## config.mk

```make
export PLATFORM = sky130hd
export DESIGN_NAME = note_lane_renderer
export DESIGN_NICKNAME = d
export VERILOG_FILES = /design/src/rtl/note_lane_renderer.sv
export SDC_FILE = /design/constraint.sdc
export NUM_CORES = 1
export LEC_CHECK = 0
export CAP_MARGIN = 25
export CELL_PAD_IN_SITES_DETAIL_PLACEMENT = 0
export CELL_PAD_IN_SITES_GLOBAL_PLACEMENT = 1
export CORE_ASPECT_RATIO = 0.7
export CORE_MARGIN = 1.5
export CORE_UTILIZATION = 44
export DETAILED_ROUTE_END_ITERATION = 6
export HOLD_SLACK_MARGIN = 0.08
export PLACE_DENSITY = 0.94
export SKIP_CTS_REPAIR_TIMING = 1
export SKIP_LAST_GASP = 1
export SYNTH_ARGS = -nofsm -noshare
export SYNTH_HDL_FRONTEND = slang
export SYNTH_SLANG_ARGS = --single-unit
export TNS_END_PERCENT = 1
```

## constraint.sdc

```tcl
create_clock -name Clk -period 6.28 [get_ports Clk]
set_input_delay 0.628 -clock Clk [delete_from_list [all_inputs] [get_ports Clk]]
set_output_delay 0.628 -clock Clk [all_outputs]
set_load 0.005 [all_outputs]
```

## src/rtl/note_lane_renderer.sv

```systemverilog
// One falling-note lane: four note slots plus a 3-stage sprite render pipeline.
// Optional macro NOTE_TRANSPARENCY_EN masks sprite pixels equal to KEY_RGB.
module note_lane_renderer #(
    parameter logic [9:0]  LANE_X    = 10'd0,
    parameter logic [3:0]  SPEED     = 4'd4,
    parameter logic [23:0] KEY_RGB   = 24'hFF00FF,
    parameter logic [9:0]  STRIKE_LO = 10'd384,
    parameter logic [9:0]  STRIKE_HI = 10'd416
) (
    input  logic        Clk,
    input  logic        Reset,
    input  logic [9:0]  DrawX,
    input  logic [9:0]  DrawY,
    input  logic        frame_tick,
    input  logic        spawn,
    input  logic        strike,
    output logic [12:0] rom_addr,
    input  logic [23:0] rom_data,
    output logic [23:0] pixel_rgb,
    output logic        pixel_valid,
    output logic        hit_ok,
    output logic        miss,
    output logic        spawn_drop
);

    function automatic logic [3:0] lowest_one(input logic [3:0] v);
        return v & (~v + 4'd1);
    endfunction

    logic [3:0]  active;
    logic [9:0]  y [4];

    logic [3:0]  in_win;
    logic [3:0]  strike_sel;
    logic [3:0]  spawn_sel;
    logic [3:0]  exits;
    logic [10:0] sum [4];

    always_comb begin
        for (int i = 0; i < 4; i++) begin
            in_win[i] = active[i] && (y[i] >= STRIKE_LO) && (y[i] <= STRIKE_HI);
            sum[i]    = {1'b0, y[i]} + {7'd0, SPEED};
            exits[i]  = active[i] && (sum[i] >= 11'd480);
        end
        strike_sel = lowest_one(in_win);
        spawn_sel  = lowest_one(~active);
    end

    // All slot decisions are taken from the pre-edge state; a strike beats a tick.
    always_ff @(posedge Clk) begin
        if (Reset) begin
            active     <= 4'd0;
            hit_ok     <= 1'b0;
            miss       <= 1'b0;
            spawn_drop <= 1'b0;
            for (int i = 0; i < 4; i++) y[i] <= 10'd0;
        end else begin
            hit_ok     <= strike && (|strike_sel);
            miss       <= frame_tick && (|(exits & ~(strike ? strike_sel : 4'd0)));
            spawn_drop <= spawn && (&active);
            for (int i = 0; i < 4; i++) begin
                if (strike && strike_sel[i]) begin
                    active[i] <= 1'b0;
                end else if (frame_tick && active[i]) begin
                    if (exits[i]) active[i] <= 1'b0;
                    else          y[i]      <= sum[i][9:0];
                end else if (spawn && spawn_sel[i]) begin
                    active[i] <= 1'b1;
                    y[i]      <= 10'd0;
                end
            end
        end
    end

    logic        in_x;
    logic        hit_any;
    logic [5:0]  y_hit;
    logic [5:0]  dx6;
    logic [5:0]  dy6;
    logic [12:0] addr_nxt;

    always_comb begin
        in_x    = ({1'b0, DrawX} >= {1'b0, LANE_X}) &&
                  ({1'b0, DrawX} <  ({1'b0, LANE_X} + 11'd64));
        hit_any = 1'b0;
        y_hit   = 6'd0;
        // Scan high to low so the lowest-index hitting slot is the one kept.
        for (int i = 3; i >= 0; i--) begin
            if (active[i] && in_x &&
                ({1'b0, DrawY} >= {1'b0, y[i]}) &&
                ({1'b0, DrawY} <  ({1'b0, y[i]} + 11'd64))) begin
                hit_any = 1'b1;
                y_hit   = y[i][5:0];
            end
        end
        dx6      = DrawX[5:0] - LANE_X[5:0];
        dy6      = DrawY[5:0] - y_hit;
        addr_nxt = hit_any ? {1'b0, dy6, dx6} : 13'd0;
    end

    logic [12:0] addr_p0;
    logic        vld_p0;
    logic        vld_p1;
    logic        vld_p2;
    logic [23:0] rgb_p2;
    logic        pix_vld;

`ifdef NOTE_TRANSPARENCY_EN
    assign pix_vld = vld_p1 && (rom_data != KEY_RGB);
`else
    logic unused_key;
    assign unused_key = ^KEY_RGB;
    assign pix_vld    = vld_p1;
`endif

    always_ff @(posedge Clk) begin
        if (Reset) begin
            addr_p0 <= 13'd0;
            vld_p0  <= 1'b0;
            vld_p1  <= 1'b0;
            vld_p2  <= 1'b0;
            rgb_p2  <= 24'd0;
        end else begin
            // stage 1: sprite address and hit flag
            addr_p0 <= addr_nxt;
            vld_p0  <= hit_any;
            // stage 2: hit flag aligned with ROM read data
            vld_p1  <= vld_p0;
            // stage 3: registered pixel outputs
            vld_p2  <= pix_vld;
            rgb_p2  <= pix_vld ? rom_data : 24'd0;
        end
    end

    assign rom_addr    = addr_p0;
    assign pixel_valid = vld_p2;
    assign pixel_rgb   = rgb_p2;

endmodule
```

==> results of run 1 <==
-- logic make-up (layout without fill, tap and decap cells) --
logic type               after synthesis  after routing  share of synthesized area
multiplexers                           2              2                    0.00420
flip-flops                            78             78                      0.372
adder cells (fa/ha/maj)               68             68                      0.168
AO/OA/AOI/OAI                        101            101                      0.139
buffers and inverters                 61            149                     0.0470
AND/OR/NAND/NOR                      200            200                      0.219
other                                  1              5                   0.000741
XOR/XNOR                              29             29                     0.0502
-- how the worst max path moves through the flow --
stage	to	slack, ns	depth (start not counted)
2_1_floorplan	rom_addr[11]	2.33	18
6_report	rom_addr[11]	1.59	17
5_1_grt	rom_addr[11]	1.29	17
3_5_place_dp	rom_addr[11]	1.44	16
4_1_cts	rom_addr[11]	1.65	17
3_3_place_gp	rom_addr[11]	1.66	16
-- metrics by stage --
stage	total power, W	setup WS [ns]	util
after floorplan	0.000687	2.33	-
after detailed placement	0.000768	1.44	0.549
after global placement	0.000762	1.66	0.548
after CTS	0.00131	1.65	0.577
after global routing	0.00136	1.29	0.577
final	0.00130	1.59	0.577
-- sequential cells by signal, indices dropped and copies added, names as in the netlist --
signal	flops
pixel_rgb	24
miss	1
rom_addr	12
hit_ok	1
active	4
y	32
pix_vld	1
spawn_drop	1
pixel_valid	1
vld_p0	1
-- layer usage --
metal,global-route usage,share of wire
met5,0,0
met1,0.317,0.47
met3,0.106,0.12
met4,0.0515,0.011
met2,0.332,0.39
-- power by group --
group          total (W)  leakage (nW)  internal, W  switching (W)
clock           0.000538         0.150     0.000319       0.000219
combinational   0.000193          1.63    0.0000912       0.000101
sequential      0.000569         0.705     0.000542      0.0000277
-- synthesized netlist by cell type (2+ instances only) --
cell type and instances:
a31oi_1 5, nor2_1 44, and3_1 5, o21ai_1 4, nor4bb_1 2, a21o_1 3
a221oi_1 4, buf_2 4, a41oi_1 7, a211oi_1 4, edfxtp_1 32, or4_1 3
ha_1 68, a311oi_1 4, xnor2_1 28, nor3_1 17, or3_1 2, nor3b_1 4
dfxtp_1 46, nand2b_1 3, nor4_2 2, nand3b_1 3, clkbuf_1 12, o211ai_1 6
o21ai_0 12, a21oi_1 24, inv_1 41, nand2_1 23, nor4_1 6, and3b_1 2
nand4_1 10, o21a_1 4, a22oi_1 3, a2111oi_0 3, inv_2 3, and2_1 32
or2_0 3, nand3_1 22, nor2b_1 8, o2111ai_1 3, a211o_1 2
-- cells in the final DEF, fill, tap and decap left out, types with 7 or more instances in the layout --
cell type        instances
edfxtp_1                32
inv_1                   41
o21ai_0                 12
nand2_1                 23
ha_1                    68
and2_1                  32
clkdlybuf4s50_1         88
clkbuf_16               11
nor2_1                  44
dfxtp_1                 46
xnor2_1                 28
nor3_1                  17
nand4_1                 10
a41oi_1                  7
a21oi_1                 24
nand3_1                 22
nor2b_1                  8
-- area by class of cell --
class,instances,area (um^2)
Clock buffer,12,279
Clock inverter,4,31.3
Fill cell,983,4690
Inverter,44,165
Multi-Input combinational cell,405,2960
Sequential cell,78,1880
Tap cell,153,191
Timing Repair Buffer,89,892
-- critical path, delay by kind of cell, from the launching register on --
kind	cells	cell delay [ns]
simple gates	3	0.43
xor+xnor	2	0.52
compound gates	8	2.01
fa+ha+maj	3	0.96
flops	1	0.53
mux	1	0.15
==> results.sh, run 1 <==
export IMPL_core_area_um2=11100
export IMPL_port_buffers=88
export IMPL_antenna_left=0
export IMPL_drc_errors=0
export IMPL_final_cell_area_um2=6400
export IMPL_ff2ff_path_depth=17
export IMPL_grt_pass1_wl_mm=21.8
export IMPL_ys_ff_latch=78
export IMPL_nets=744
export IMPL_clk_pin_slew_ns=0.07
export IMPL_final_cells=785
export IMPL_initial_core_util=0.456
export IMPL_vias_per_cell=5.52
export IMPL_p_per_area_nw_per_um2=203
export IMPL_cp_max_fo=10
export IMPL_cts_made_buffers=9
export IMPL_cp_slowest_stage_delay_ns=0.53
export IMPL_ys_async_sr_fraction=0
export IMPL_relSlewSlack=0.356
export IMPL_critPathKind="flip-flop to flip-flop"
export IMPL_maxSlewViolCount=0
export IMPL_ys_seq_area_frac=0.372
export IMPL_whs_path_depth=1
export IMPL_dp_hpwl_mm=10.7
export IMPL_first_pass_iters=5
export IMPL_fin_setup_tns_ns=0
export IMPL_first_iter_violations=345
export IMPL_htree_levels=3
export IMPL_grt_use_total=0.232
export IMPL_min_to="pix_vld"
export IMPL_crit_slowest_cell="edfxtp_1"
export IMPL_finalHoldViolations=0
export IMPL_min_delay_start="vld_p0"
export IMPL_clk_root_buffer_cell="clkbuf_16"
export IMPL_crit_arrival_ns=4.95
export IMPL_io_pins=90
export IMPL_cts_tree="built"
export IMPL_ys_types=68
export IMPL_reg2reg_slack_ns=1.59
export IMPL_status="completed"
export IMPL_area_growth_syn_to_layout_pct=26.4
export IMPL_synthTopCellsByArea="edfxtp_1 (19%), dfxtp_1 (18%), ha_1 (17%), xnor2_1 (4.8%), and2_1 (4.0%)"
export IMPL_path_cells="ha_1, xnor2_1, ha_1, a2111oi_0, o211ai_1, a31o_1, or2_0, a311oi_1, a21oi_1, ha_1, o21a_1, o21a_1, nor2_1, xor2_1, nand2b_1, a31o_2, mux2i_1"
export IMPL_rsz0062_at_grt="false"
export IMPL_final_layout_size_suffix_gt1_frac=0.0459
export IMPL_drt_wl_total_mm=13.6
export IMPL_gp_congestion=0.956
export IMPL_die_height_um=92.7
export IMPL_max_freq_ghz=0.213
export IMPL_startpoint_type="flip-flop"
export IMPL_synth_top_area_frac=0.190
export IMPL_routedWlPerCell_um=17.3
export IMPL_tightest_slew_ns=0.957
export IMPL_crit_start="y[2][6]"
export IMPL_synthFlopType="dfxtp_1"
export IMPL_r2r_start="y[2][6]"
export IMPL_cts_path_max_buffers=2
export IMPL_syn_inst=540
export IMPL_synth_largest_area_cell="edfxtp_1"
export IMPL_dpl_instance_area_um2=6090
export IMPL_hold_class="flip-flop to flip-flop"
export IMPL_required_ns=6.54
export IMPL_ir_worst_vdd_mv=0.154
export IMPL_yosysWarnings=0
export IMPL_drv_cap=0
export IMPL_dr_total_vias=4334
export IMPL_clock_latency_ns=0.34
export IMPL_fin_crit_sh=0.746
export IMPL_holdWs_ns=0.452
export IMPL_cp_end_kind="flip-flop"
export IMPL_grt_max_degree=20
export IMPL_crit_path_frequent_cell="ha_1"
export IMPL_rr_endpoint="rom_addr[11]"
export IMPL_antenna_found_initial=0
export IMPL_syn_area_um2=5060
export IMPL_setup_viol_count_final=0
export IMPL_synth_edff_count=32
export IMPL_grt_pass1_vias=4125
export IMPL_diodes=0
export IMPL_min_period_ns=4.69
export IMPL_power_leakage_nw=2.49
export IMPL_fin_skew_ns=0.00819
export IMPL_grt_overflow=0
export IMPL_dp_cells=769
export IMPL_rows=32
export IMPL_synth_area_per_cell_um2=9.37
export IMPL_clock_sink_count=78
export IMPL_die_area_um2=12200
export IMPL_die_w_um=131
No activity file was read; power rests on OpenSTA's default activity.
==> run 2, diff against run 1 <==
--- a/config.mk
+++ b/config.mk
@@ -10,10 +10,10 @@
 export CELL_PAD_IN_SITES_GLOBAL_PLACEMENT = 1
 export CORE_ASPECT_RATIO = 0.7
 export CORE_MARGIN = 1.5
-export CORE_UTILIZATION = 44
+export CORE_UTILIZATION = 37
 export DETAILED_ROUTE_END_ITERATION = 6
 export HOLD_SLACK_MARGIN = 0.08
-export PLACE_DENSITY = 0.94
+export PLACE_DENSITY = 0.85
 export SKIP_CTS_REPAIR_TIMING = 1
 export SKIP_LAST_GASP = 1
 export SYNTH_ARGS = -nofsm -noshare
==> constraint.sdc (replaced) <==
create_clock -name Clk -period 4.1 [get_ports Clk]
set_input_delay 0.41 -clock Clk [delete_from_list [all_inputs] [get_ports Clk]]
set_output_delay 0.41 -clock Clk [all_outputs]
set_load 0.005 [all_outputs]
==> run 2 against run 1 <==
Clock skew fell by 0.00072 ns; critical path depth is 2 higher; worst setup slack got worse by 1.4 ns; flip-flop and latch count unchanged; clock power grew 67%; utilization is 5.9 points lower; wire length rose by 4.2%; global-route usage shrank 3.2 points; fmax rose by 19%; total power is 62% higher; cell count is 9.8% higher.
==> results.sh, run 2 (synthesis gave the netlist of run 1 again) <==
export IMPL_hold_class="flip-flop to flip-flop"
export IMPL_clk_pin_slew_ns=0.07
export IMPL_r2r_start="y[3][7]"
export IMPL_cp_slowest_stage_delay_ns=0.50
export IMPL_antenna_found_initial=0
export IMPL_fin_util=0.518
export IMPL_fin_setup_tns_ns=0
export IMPL_area_growth_syn_to_layout_pct=35.7
export IMPL_power_w=0.00210
export IMPL_crit_slowest_cell="edfxtp_1"
export IMPL_antenna_left=0
export IMPL_min_period_ns=3.95
export IMPL_drc_errors=0
export IMPL_drv_cap=0
export IMPL_dp_cells=840
export IMPL_cts_path_max_buffers=2
export IMPL_final_cell_mix="clkdlybuf4s50_1 (87), ha_1 (65), dfxtp_1 (46)"
export IMPL_drt_wl_total_mm=14.1
export IMPL_whs_path_depth=1
export IMPL_relSlewSlack=0.495
export IMPL_critPathKind="flip-flop to flip-flop"
export IMPL_rows=35
export IMPL_switching_share=0.266
export IMPL_switchingPower_w=0.000560
export IMPL_tightest_slew_ns=0.757
export IMPL_min_to="pix_vld"
export IMPL_fin_skew_ns=0.00747
export IMPL_final_cell_area_um2=6870
export IMPL_reg2reg_slack_ns=0.15
export IMPL_cts_tree="built"
export IMPL_dp_hpwl_mm=11.1
export IMPL_cp_max_fo=6
export IMPL_port_buffers=88
export IMPL_cts_made_buffers=9
export IMPL_fin_crit_sh=0.964
export IMPL_power_leakage_nw=2.73
export IMPL_startpoint_type="flip-flop"
export IMPL_p_int_w=0.00154
export IMPL_clock_latency_ns=0.34
export IMPL_first_iter_violations=369
export IMPL_required_ns=4.37
export IMPL_grt_pass1_vias=4398
export IMPL_ir_worst_vdd_mv=0.226
export IMPL_finalHoldViolations=0
export IMPL_path_cells="buf_4, nand3_1, xnor2_1, ha_1, a21oi_1, o21ai_0, a221oi_1, buf_4, nand4_1, a311oi_1, a21oi_1, ha_1, o21a_1, o21a_1, nor2_1, xor2_1, nand2b_1, a31o_2, mux2i_1"
export IMPL_grt_max_degree=18
export IMPL_final_layout_size_suffix_gt1_frac=0.126
export IMPL_dr_total_vias=4531
export IMPL_status="completed"
export IMPL_dpl_instance_area_um2=6420
export IMPL_clock_sink_count=78
export IMPL_top_register="y"
export IMPL_die_height_um=101
export IMPL_io_pins=90
export IMPL_maxSlewViolCount=0
export IMPL_wl_met2_mm=6.49
export IMPL_core_area_um2=13300
export IMPL_initial_core_util=0.381
export IMPL_min_delay_start="vld_p0"
export IMPL_met3_wirelength_mm=1.00
export IMPL_routedWlPerCell_um=16.4
export IMPL_clk_root_buffer_cell="clkbuf_16"
export IMPL_grt_overflow=0
export IMPL_gp_congestion=0.883
export IMPL_setup_viol_count_final=0
export IMPL_p_seq_frac=0.409
export IMPL_vias_per_cell=5.26
export IMPL_max_freq_ghz=0.253
export IMPL_largest_reg_flops=32
export IMPL_grt_pass1_wl_mm=22.3
export IMPL_htree_levels=3
export IMPL_die_area_um2=14400
export IMPL_cp_end_kind="flip-flop"
export IMPL_grt_use_total=0.200
export IMPL_power_clock_fraction=0.426
export IMPL_comb_power_share=0.164
export IMPL_p_per_area_nw_per_um2=306
export IMPL_met1_length_mm=6.43
export IMPL_nets=789
export IMPL_maxUsedRoutingLayer="met4"
export IMPL_first_pass_iters=5
export IMPL_ff2ff_path_depth=19
export IMPL_rr_endpoint="rom_addr[11]"
export IMPL_final_cells=862
export IMPL_crit_arrival_ns=4.23
export IMPL_die_w_um=143
export IMPL_final_common_cell="clkdlybuf4s50_1"
export IMPL_diodes=0
[run 2: cell count changes in the layout (fill, tap and decap cells not counted), sizes merged]
cell,before,now
clkinvlp,1,0
dlymetal6s2s,0,1
buf,1,46
clkdlybuf4s50,88,87
clkinv,0,3
bufinv,0,2
clkbuf,12,9
inv,47,46
[run 2: worst max-delay path by stage]
stage               cells after the start  slack, ns     start           end
floorplan                              18       0.15   y[2][6]  rom_addr[11]
global placement                       16      -0.06  DrawY[7]  rom_addr[11]
detailed placement                     16      -0.19  DrawY[7]  rom_addr[11]
CTS                                    17      -0.18   y[2][6]  rom_addr[11]
global route                           19      -0.07   y[3][7]  rom_addr[11]
finish                                 19       0.15   y[3][7]  rom_addr[11]
[run 2: worst max-delay path, delay by kind of cell, from the launching register on]
| kind | cells | cell delay, ns |
|---|---|---|
| AOI/OAI and AO/OA | 8 | 1.51 |
| xor gates and xnor gates | 2 | 0.44 |
| and+or+nand+nor | 4 | 0.39 |
| buffers and inverters | 2 | 0.35 |
| DFF | 1 | 0.50 |
| muxes | 1 | 0.11 |
| adders and majority gates | 2 | 0.61 |
[run 2: layer usage]
layer	track usage	vias to the layer above
li1	-	2221
met1	0.279	2162
met2	0.313	130
met3	0.0418	18
met4	0.0571	0
met5	0	-
[run 2: area by class of cell]
class | count | area, um^2
Timing Repair Buffer | 134 | 1230
Sequential cell | 78 | 1880
Clock buffer | 9 | 225
Inverter | 44 | 165
Tap cell | 185 | 231
Multi-Input combinational cell | 405 | 3030
Fill cell | 1202 | 6400
Clock inverter | 7 | 106
[run 2: power groups by stage]
stage                     clock network (W)  registers [W]  logic, W
after global placement                    0       0.000875  0.000315
after floorplan                           0       0.000866  0.000187
after detailed placement                  0       0.000876  0.000327
final                              0.000896       0.000861  0.000345
after global routing               0.000942       0.000864  0.000384
after CTS                          0.000911       0.000859  0.000329
[run 2: through the flow]
stage	hold WS (ns)	setup slack [ns]
floorplan	0.414	0.151
global placement	0.419	-0.0632
detailed placement	0.425	-0.191
CTS	0.440	-0.177
global route	0.455	-0.0651
finish	0.436	0.146
==> run 3, diff against run 2 <==
--- a/config.mk
+++ b/config.mk
@@ -5,6 +5,7 @@
 export SDC_FILE = /design/constraint.sdc
 export NUM_CORES = 1
 export LEC_CHECK = 0
+export ABC_CLOCK_PERIOD_IN_PS = 4100
 export CAP_MARGIN = 25
 export CELL_PAD_IN_SITES_DETAIL_PLACEMENT = 0
 export CELL_PAD_IN_SITES_GLOBAL_PLACEMENT = 1
@@ -13,7 +14,7 @@
 export CORE_UTILIZATION = 37
 export DETAILED_ROUTE_END_ITERATION = 6
 export HOLD_SLACK_MARGIN = 0.08
-export PLACE_DENSITY = 0.85
+export PLACE_DENSITY_LB_ADDON = 0.1
 export SKIP_CTS_REPAIR_TIMING = 1
 export SKIP_LAST_GASP = 1
 export SYNTH_ARGS = -nofsm -noshare
==> run 3 against run 2 <==
Die area did not move; cell count rose by 0.93%; sequential power barely moved; global-route usage fell by 0.28 points; critical path depth fell by 1; clock skew barely moved; total power fell by 6.8%; hold slack improved by 0.019 ns; register-to-register slack got worse by 0.09 ns; critical endpoint unchanged.
==> results.sh, run 3 (synthesis gave the netlist of run 1 again) <==
export IMPL_status="completed"
export IMPL_drc_errors=0
export IMPL_multi_input_area_um2=3080
export IMPL_p_seq_frac=0.439
export IMPL_p_per_area_nw_per_um2=283
export IMPL_setup_viol_count_final=0
export IMPL_first_pass_iters=5
export IMPL_drv_cap=0
export IMPL_final_cell_mix="clkdlybuf4s50_1 (88), ha_1 (63), buf_4 (54)"
export IMPL_ir_worst_vdd_mv=0.185
export IMPL_fill_cells=1259
export IMPL_relSlewSlack=0.495
export IMPL_startpoint_type="primary input"
export IMPL_die_height_um=101
export IMPL_routedWlPerCell_um=16.0
export IMPL_antenna_found_initial=0
export IMPL_grt_max_degree=26
export IMPL_clk_root_buffer_cell="clkbuf_16"
export IMPL_max_freq_ghz=0.247
export IMPL_cts_made_buffers=9
export IMPL_clock_sink_count=78
export IMPL_core_area_um2=13300
export IMPL_initial_core_util=0.381
export IMPL_power_w=0.00196
export IMPL_grt_pass1_vias=4251
export IMPL_clock_latency_ns=0.34
export IMPL_critPathKind="primary input to flip-flop"
export IMPL_nets=797
export IMPL_clk_pin_slew_ns=0.06
export IMPL_cts_tree="built"
export IMPL_rsz0062_at_grt="true"
export IMPL_finalHoldViolations=0
export IMPL_fin_crit_sh=0.987
export IMPL_antenna_left=0
export IMPL_comb_power_share=0.181
export IMPL_htree_levels=3
export IMPL_io_pins=90
export IMPL_area_growth_syn_to_layout_pct=36.5
export IMPL_dp_hpwl_mm=10.9
export IMPL_maxSlewViolCount=0
export IMPL_fin_util=0.521
export IMPL_die_w_um=143
export IMPL_cp_max_fo=5
export IMPL_die_area_um2=14400
export IMPL_fin_skew_ns=0.00738
export IMPL_gp_congestion=0.860
export IMPL_power_clock_fraction=0.380
export IMPL_ff_latch_area_um2=1880
export IMPL_largest_reg_flops=32
export IMPL_rows=35
export IMPL_cts_path_max_buffers=2
export IMPL_final_common_cell="clkdlybuf4s50_1"
export IMPL_tightest_slew_ns=0.750
export IMPL_final_layout_size_suffix_gt1_frac=0.139
export IMPL_vias_per_cell=5.13
export IMPL_drt_wl_total_mm=13.9
export IMPL_grt_use_total=0.197
export IMPL_p_int_w=0.00142
export IMPL_crit_arrival_ns=4.31
export IMPL_first_iter_violations=320
export IMPL_grt_pass1_wl_mm=21.9
export IMPL_min_period_ns=4.05
export IMPL_switching_share=0.277
export IMPL_grt_overflow=0
export IMPL_port_buffers=88
export IMPL_diodes=0
export IMPL_hold_class="flip-flop to flip-flop"
export IMPL_top_register="y"
export IMPL_power_leakage_nw=2.73
export IMPL_required_ns=4.37
export IMPL_dr_total_vias=4462
export IMPL_cp_end_kind="flip-flop"
export IMPL_switchingPower_w=0.000543
-- run 3: changes by cell type in the layout (fill, tap and decap cells not counted), sizes merged --
cell,delta
clkinv,-1
bufinv,-2
clkinvlp,+3
clkdlybuf4s50,+1
clkbuf,+1
inv,-1
buf,+8
dlymetal6s2s,-1
-- run 3: worst max-delay path, stage by stage --
cell             delay (ns)
clkdlybuf4s50_1        0.55
ha_1                   0.39
a211oi_1               0.28
a211oi_2               0.13
o311ai_2               0.28
a31o_2                 0.21
buf_4                  0.12
nand4_1                0.08
a311oi_1               0.32
a21oi_1                0.07
ha_1                   0.30
o21a_1                 0.20
o21a_1                 0.19
nor2_1                 0.13
xor2_1                 0.23
nand2b_1               0.09
a31o_2                 0.21
mux2i_1                0.11
-- run 3: through the flow --
step / hold slack, ns / worst slack [ns] / cells / setup TNS (ns) / cell area [um^2]
2_1_floorplan: 0.414 / 0.151 / 544 / 0 / 5080
3_3_place_gp: 0.449 / -0.0588 / 852 / -0.0588 / 6510
3_5_place_dp: 0.436 / -0.239 / 852 / -0.239 / 6510
4_1_cts: 0.458 / -0.145 / 868 / -0.145 / 6770
5_1_grt: 0.473 / -0.118 / 870 / -0.118 / 6910
6_report: 0.455 / 0.0540 / 870 / 0 / 6910
-- run 3: area by class of cell --
class | count | area share
clock buffer | 10 | 0.0331
clock inverter | 6 | 0.00561
inverter | 44 | 0.0239
multi-input combinational | 405 | 0.445
sequential | 78 | 0.272
tap | 185 | 0.0335
timing repair buffer | 142 | 0.186
-- run 3: per-layer routing --
layer  GRT usage  part of all wire
met4      0.0531             0.012
met3      0.0423             0.057
met2       0.294              0.42
met5           0                 0
met1       0.287              0.51
-- run 3: path summary, 6_finish.rpt --
kind / from / end / slack [ns] / cells past startpoint
setup reg to reg: y[1][7] / rom_addr[11] / 0.06 / 16
hold reg to reg: vld_p0 / pix_vld / 0.45 / 1
setup / recovery: DrawY[4] / rom_addr[11] / 0.05 / 18
hold / removal: vld_p0 / pix_vld / 0.45 / 1
-- run 3: power by group through the flow --
stage	registers [W]	logic, W	clock network [W]
after floorplan	0.000866	0.000187	0
after global placement	0.000875	0.000328	0
after detailed placement	0.000876	0.000335	0
after CTS	0.000859	0.000338	0.000767
after global routing	0.000863	0.000395	0.000796
final	0.000860	0.000354	0.000745
